[src/rtl/nrzi_tx.sv]
// nrzi_tx: serial transmitter with transition line encoding.
// A '1' bit toggles line_out and a '0' bit holds it. The block sends one bit per clock, LSB first.
// An optional even-parity bit follows the payload. Words are taken over a valid/ready handshake.
// When data_valid is held high, the next word is accepted on the edge that sends the last bit,
// so consecutive frames leave no idle cycle on the line.
module nrzi_tx #(
    parameter int   DATA_W     = 8,
    parameter int   PAR_EN     = 0,
    parameter logic IDLE_LEVEL = 1'b0
) (
    input  logic              clk,
    input  logic              reset_n,
    input  logic [DATA_W-1:0] data_in,
    input  logic              data_valid,
    output logic              data_ready,
    output logic              line_out,
    output logic              bit_strobe,
    output logic              busy
);

    localparam int N     = DATA_W + PAR_EN;
    localparam int CNT_W = (N > 1) ? $clog2(N) : 1;
    localparam logic [CNT_W-1:0] LAST_CNT = CNT_W'(N - 1);

    typedef enum logic [0:0] {
        ST_IDLE  = 1'b0,
        ST_SHIFT = 1'b1
    } state_t;

    state_t            state_q, state_d;
    logic [N-1:0]      sr_q, sr_d;
    logic [CNT_W-1:0]  cnt_q, cnt_d;
    logic              line_q, line_d;
    logic              strobe_q, strobe_d;
    logic              busy_q, busy_d;
    logic              ready_s;
    logic              accept_s;

    // Even parity: the XOR of all payload bits.
    function automatic logic even_parity(input logic [DATA_W-1:0] word);
        return ^word;
    endfunction

    // Builds the frame to be shifted LSB-first. When enabled, the parity bit sits above the payload.
    function automatic logic [N-1:0] build_frame(input logic [DATA_W-1:0] word);
        logic [N-1:0] frame;
        frame = '0;
        frame[DATA_W-1:0] = word;
        if (PAR_EN != 0) begin
            frame[N-1] = even_parity(word);
        end else begin
            frame = frame;
        end
        return frame;
    endfunction

    // Ready comes from registered state only. It is held low while reset is asserted.
    always_comb begin
        ready_s = 1'b0;
        if (!reset_n) begin
            ready_s = 1'b0;
        end else if (state_q == ST_IDLE) begin
            ready_s = 1'b1;
        end else if (cnt_q == LAST_CNT) begin
            ready_s = 1'b1;
        end else begin
            ready_s = 1'b0;
        end
    end

    assign accept_s = data_valid & ready_s;

    // Next-state logic: load on accept, otherwise shift one bit per clock until the frame is empty.
    always_comb begin
        state_d  = state_q;
        sr_d     = sr_q;
        cnt_d    = cnt_q;
        line_d   = line_q;
        strobe_d = 1'b0;
        busy_d   = 1'b0;
        case (state_q)
            ST_IDLE: begin
                if (accept_s) begin
                    sr_d    = build_frame(data_in);
                    cnt_d   = '0;
                    state_d = ST_SHIFT;
                end else begin
                    state_d = ST_IDLE;
                end
            end
            ST_SHIFT: begin
                line_d   = line_q ^ sr_q[0];
                strobe_d = 1'b1;
                busy_d   = 1'b1;
                if (cnt_q == LAST_CNT) begin
                    if (accept_s) begin
                        sr_d    = build_frame(data_in);
                        cnt_d   = '0;
                        state_d = ST_SHIFT;
                    end else begin
                        sr_d    = '0;
                        cnt_d   = '0;
                        state_d = ST_IDLE;
                    end
                end else begin
                    sr_d  = sr_q >> 1;
                    cnt_d = cnt_q + CNT_W'(1);
                end
            end
            default: begin
                sr_d    = '0;
                cnt_d   = '0;
                state_d = ST_IDLE;
            end
        endcase
    end

    // State and output registers. Asynchronous reset aborts any frame in flight.
    always_ff @(posedge clk or negedge reset_n) begin
        if (!reset_n) begin
            state_q  <= ST_IDLE;
            sr_q     <= '0;
            cnt_q    <= '0;
            line_q   <= IDLE_LEVEL;
            strobe_q <= 1'b0;
            busy_q   <= 1'b0;
        end else begin
            state_q  <= state_d;
            sr_q     <= sr_d;
            cnt_q    <= cnt_d;
            line_q   <= line_d;
            strobe_q <= strobe_d;
            busy_q   <= busy_d;
        end
    end

    assign data_ready = ready_s;
    assign line_out   = line_q;
    assign bit_strobe = strobe_q;
    assign busy       = busy_q;

endmodule

[config.mk]
export PLATFORM = sky130hd
export DESIGN_NAME = nrzi_tx
export DESIGN_NICKNAME = d
export VERILOG_FILES = /design/src/rtl/nrzi_tx.sv
export SDC_FILE = /design/constraint.sdc
export NUM_CORES = 1
export LEC_CHECK = 0
export CAP_MARGIN = 25
export CORE_MARGIN = 2
export CORE_UTILIZATION = 46
export CTS_CLUSTER_DIAMETER = 30
export CTS_CLUSTER_SIZE = 20
export DETAILED_ROUTE_END_ITERATION = 10
export PLACE_DENSITY = 0.75
export RECOVER_POWER = 25
export SETUP_SLACK_MARGIN = 0.4
export SLEW_MARGIN = 30
export SYNTH_ARGS = -nofsm -noshare
export SYNTH_HDL_FRONTEND = slang
export SYNTH_SLANG_ARGS = --single-unit
[constraint.sdc]
create_clock -name clk -period 1.6 [get_ports clk]
set_clock_uncertainty 0.05 [all_clocks]
set_input_delay 0.24 -clock clk [delete_from_list [all_inputs] [get_ports clk]]
set_output_delay 0.24 -clock clk [all_outputs]
set_load 0.02 [all_outputs]
== Yosys cells after proc, flatten, opt, wreduce, memory -nomap -nowiden ==
Index checks and enable logic that the tools add are counted.
Word-level totals
  register bits: 14
  input port bits: 11
  output and inout bits: 4
  word-level logic and storage cells: 25
Cells by class
  $add $sub $neg: 1
  eq/ne operators: 2
  muxes and demuxes: 14
  bitwise operators: 3
Operators with widths (number)
  8-bit two-way mux: 3
  8-bit case mux with 2 select lines: 1
  1-bit two-way mux: 6
  3-bit two-way mux: 2
  3-bit case mux with 2 select lines: 1
  3-bit by 1-bit adder with 3-bit output, second input constant: 1
  3-bit == test, second input constant: 1
  2-bit inequality test, second input constant: 1
  1-bit case mux with 2 select lines: 1
  1-bit AND: 1
  1-bit NOT: 1
  1-bit XOR: 1

== Longest topological paths before layout ==
Gate-level depths: netlist of the first run.
  depth after elaboration: 8
  depth in mapped cells: 6
  mapped depth without buffers: 5

== Worst setup path after synthesis of the first run ==
OpenSTA, ideal clock, no wires.
  kind: register to output
  from: register cnt_q[0]
  to: output port data_ready
  data arrival time: 1242 ps
  data required time: 1310 ps
  slack: 68 ps
  cell stages (with the launch flop): 6
  buffers on the path: 1
  path through: dfrtp_1 ha_1 ha_1 nand2b_1 buf_2 and2_1
Between the ends
  word-level cells in the longest chain between the ends: 4
Ends and longest elaborated chain
  start: declaration: RTL line 32  | logic [CNT_W-1:0] cnt_q, cnt_d;
  start signal: assignment: RTL line 130  | cnt_q <= cnt_d;
  3-bit == test: RTL line 64  | end else if (cnt_q == LAST_CNT) begin
  1-bit two-way mux: RTL line 64
  1-bit two-way mux: RTL line 62  | end else if (state_q == ST_IDLE) begin
  1-bit two-way mux: RTL line 60  | if (!reset_n) begin
  end: declaration: RTL line 15  | output logic data_ready,
Every way passes these cells.

== Worst setup path in the final report of the first run ==
Ends and elaborated chain as after synthesis.

==> summary.md, run 1 <==
| Metric | Value |
|---|---|
| Post-synth top cells | `dfrtp_1 (14), nand2_1 (9), nand3_1 (8), a22oi_1 (7)` |
| Peak supply drop | `approximately 1.3 mV` |
| Mapped Nets | `slightly below 70` |
| Vias in the first global route | `between 400 and 500` |
| Yosys top cell area share | `~57%` |
| Critical Path RT | `roughly 1.3 ns` |
| First-pass GRT wire length | `approximately 2.3 mm` |
| Num ports | `15` |
| CTS tree | `built` |
| DRT iter0 DRCs | `3` |
| Number of synthesized flops with an enable pin | `0` |
| DRC Markers | `0` |
| LEAKAGE | `0.4385 nW` |
| Post-synth cell types | `18` |
| Initial antenna violation count | `0` |
| Die W | `40.55 um` |
| Max-Cap Viols | `0` |
| Slack of the critical path | `-0.09653 ns` |
| Max Fclk | `589.4 MHz` |
| Share of cells above drive strength 1 | `about two fifths` |
| # fillers | `just over 90` |
| Row count | `13` |
| Setup violations, final | `9` |
| Sequential power share | `36.6%` |
| Multi-input combinational cell area | `between 300 and 400 um2` |
| Core Util, Final | `between 70% and 80%` |
| CP Max Fanout | `2` |
| Synth warnings | `0` |
| Largest net degree at the start of global routing | `11` |
| Largest cells by area after synthesis | `dfrtp_1 (57%), a22oi_1 (8.6%), nand3_1 (6.5%)` |
| Post-Syn Instances | `56` |
| Sw frac | `36.14%` |
| Hold Path Class | `input pin to asynchronous set/reset pin` |
| NumNets Final | `between 90 and 100` |
| CTS sink cnt | `14` |
| WS Path Type | `register to output pin` |
| Core area | `1269 um2` |
| Vias per inst | `~5.3` |
| HPWL Detailed | `890 um` |
| CP Launch Type | `register` |
| Worst-Skew Late Latency | `about 0.28 ns` |
| Power Total | `about 0.0017 W` |
| 1st-pass router iterations | `3` |
| Tot GR Track Use | `21.99%` |
| Place WS | `-0.1953 ns` |
| Synthesized area | `just over 600 um2` |
| Power per cell area | `~1700 nW/um2` |
| FFs w/ async S/R, synth | `between 90% and 100%` |
| Non-filler instance count after layout | `100` |
| Logic gate share of total power | `48.2%` |
| Initial core utilization | `about half` |
| Port buffer count | `14` |
| Sequential share of the synthesized area | `a little under three fifths` |
| Global route overflow | `0` |
| Final hold violation count | `0` |
| Vias post-DR | `approximately 530` |
| Yosys reg bits | `14` |
| Die height | `~41 um` |
| Status | `complete, but fails checks` |
| Final worst path period share | `106.0%` |
| FF/Latch Area | `about 350 um2` |
| Clock Tree Buf Depth | `2` |
| Max-slew violations | `0` |
| Worst-path clk slew | `0.09 ns` |
| DRT Wirelength | `between 1.5 and 2 mm` |
| Yosys top cell by area | `dfrtp_1` |
| Worst path arrival time | `roughly 1.4 ns` |
| Top FF cell, synth | `dfrtp_1` |
| Most common cell in the netlist | `dfrtp_1` |
| Slew headroom | `about 64%` |
| WHS | `roughly 0.35 ns` |
| H-Tree Depth | `1` |
| Worst-Margin Slew | `between 0.5 and 0.6 ns` |
| Die area | `1644 um2` |
| Sw Pwr | `between 0.0006 and 0.0007 W` |
| P_int | `around 0.0011 W` |
| Synth Area per Inst | `10.97 um2` |
| RD Place Congestion | `between 0.6 and 0.7` |
| CTS Root Buffer Type | `clkbuf_4` |
| Clock network power share | `about 15%` |
| RSZ-0062 raised after global routing | `yes` |
| Area grow syn2layout | `56.42%` |
| Antenna cells | `0` |
| Cts bufs inserted | `3` |
| Routed len/inst | `~15 um` |
| Post-Place Cells | `87` |
| Failing checks | `setup timing` |
| Crit. End Element | `output pin` |
| Min cycle time layout | `1.697 ns` |
| Antenna viol nets, final | `0` |
==> layout make-up <==
| cell class | instances | area share (%) |
|---|---|---|
| clock buffers | 4 | 3.776 |
| well taps | 15 | 1.953 |
| multi-input cells | 37 | 31.77 |
| repair buffers | 29 | 25.65 |
| flip-flops and latches | 14 | 36.46 |
| inverters | 1 | 0.3906 |
==> worst paths after layout <==
| check | slack, ns | end | cells after the start | start |
|---|---|---|---|---|
| max | -0.1 | data_ready | 5 | cnt_q[0] |
| min | 0.35 | sr_q[6] | 3 | reset_n |
| max reg2reg | -0.05 | sr_q[0] | 8 | cnt_q[0] |
| min reg2reg | 0.42 | line_out | 1 | line_out |
| max in group asynchronous | 0.60 | cnt_q[2] | 3 | reset_n |
| min in group clk | 0.42 | line_out | 1 | line_out |
==> metrics by stage <==
stage                     area [um2]  TNS (ns)
after global routing           960.9   -0.9320
final                          960.9   -0.3514
after floorplan                670.6         0
after global placement         839.6    -1.457
after detailed placement       839.6    -1.763
after CTS                      953.4   -0.1018
==> per-layer routing <==
metal | global-route usage [%] | up-vias | routed length, um
li1 | - | 254 | -
met1 | 31.94 | 266 | 705
met2 | 30.56 | 9 | 734
met3 | 3.333 | 2 | 46
met4 | 12.50 | 0 | 16
met5 | 0 | - | 0
==> sequential cells by signal, indices dropped and copies added (netlist names) <==
signal    cells
line_out      1
state_q       1
sr_q          8
busy          1
cnt_q         3
==> critical path, cell delays in order (launching register included) <==
cell and delay [ns]:
dfrtp_1 0.39, ha_2 0.20, ha_4 0.16, nand2b_4 0.13, and2_4 0.13, buf_6 0.12
==> power by group through the flow <==
stage               clock [W]  combinational (W)  sequential [W]
floorplan                   0           0.000467        0.000629
finish               0.000255           0.000804        0.000610
global route         0.000270           0.000868        0.000623
CTS                  0.000262           0.000761        0.000608
global placement            0           0.000647        0.000603
detailed placement          0           0.000667        0.000607
==> layout by cell type, fill, tap and decap left out <==
| cell type | n |
|---|---|
| a22oi_2 | 7 |
| nand3_1 | 8 |
| clkdlybuf4s50_1 | 10 |
| and2_4 | 1 |
| o31ai_1 | 1 |
| inv_1 | 1 |
| ha_4 | 1 |
| clkbuf_8 | 1 |
| and2_1 | 1 |
| nand2b_4 | 1 |
| a21oi_4 | 1 |
| buf_8 | 1 |
| a22o_1 | 2 |
| buf_2 | 3 |
| o21ai_2 | 1 |
| clkbuf_1 | 2 |
| and2b_4 | 1 |
| dfrtp_1 | 14 |
| xnor2_1 | 1 |
| buf_6 | 3 |
| or2_1 | 1 |
| buf_4 | 10 |
| nand2_1 | 9 |
| ha_2 | 1 |
| clkbuf_4 | 3 |
==> logic make-up (layout without fill, tap and decap cells) <==
logic type,Yosys count,after routing,synth area share (%)
XOR/XNOR,1,1,1.426
AND/OR/NAND/NOR,22,22,17.31
buffers and inverters,5,34,5.295
AO/OA/AOI/OAI,12,12,14.87
flip-flops,14,14,57.03
adder cells (fa/ha/maj),2,2,4.073
==> timing repair <==
item / 4_1_cts / 5_1_grt
hold buffers: 0 / 0
buffers inserted: 8 / 1
endpoints found under the setup margin: 16 / 12
pin swaps: 17 / 2
gates resized for setup: 25 / 2
Power figures use the tool's default switching activity.
==> run 2, diff against run 1 <==
- GPL_TIMING_DRIVEN: not set -> 1
==> results of run 2 <==
Same layout as run 1: the final DEF is identical, and so are final timing and power.
==> run 3, diff against run 2 <==
- SKIP_LAST_GASP: not set -> 1
==> results of run 3 <==
Same layout as run 1: the final DEF is identical, and so are final timing and power.
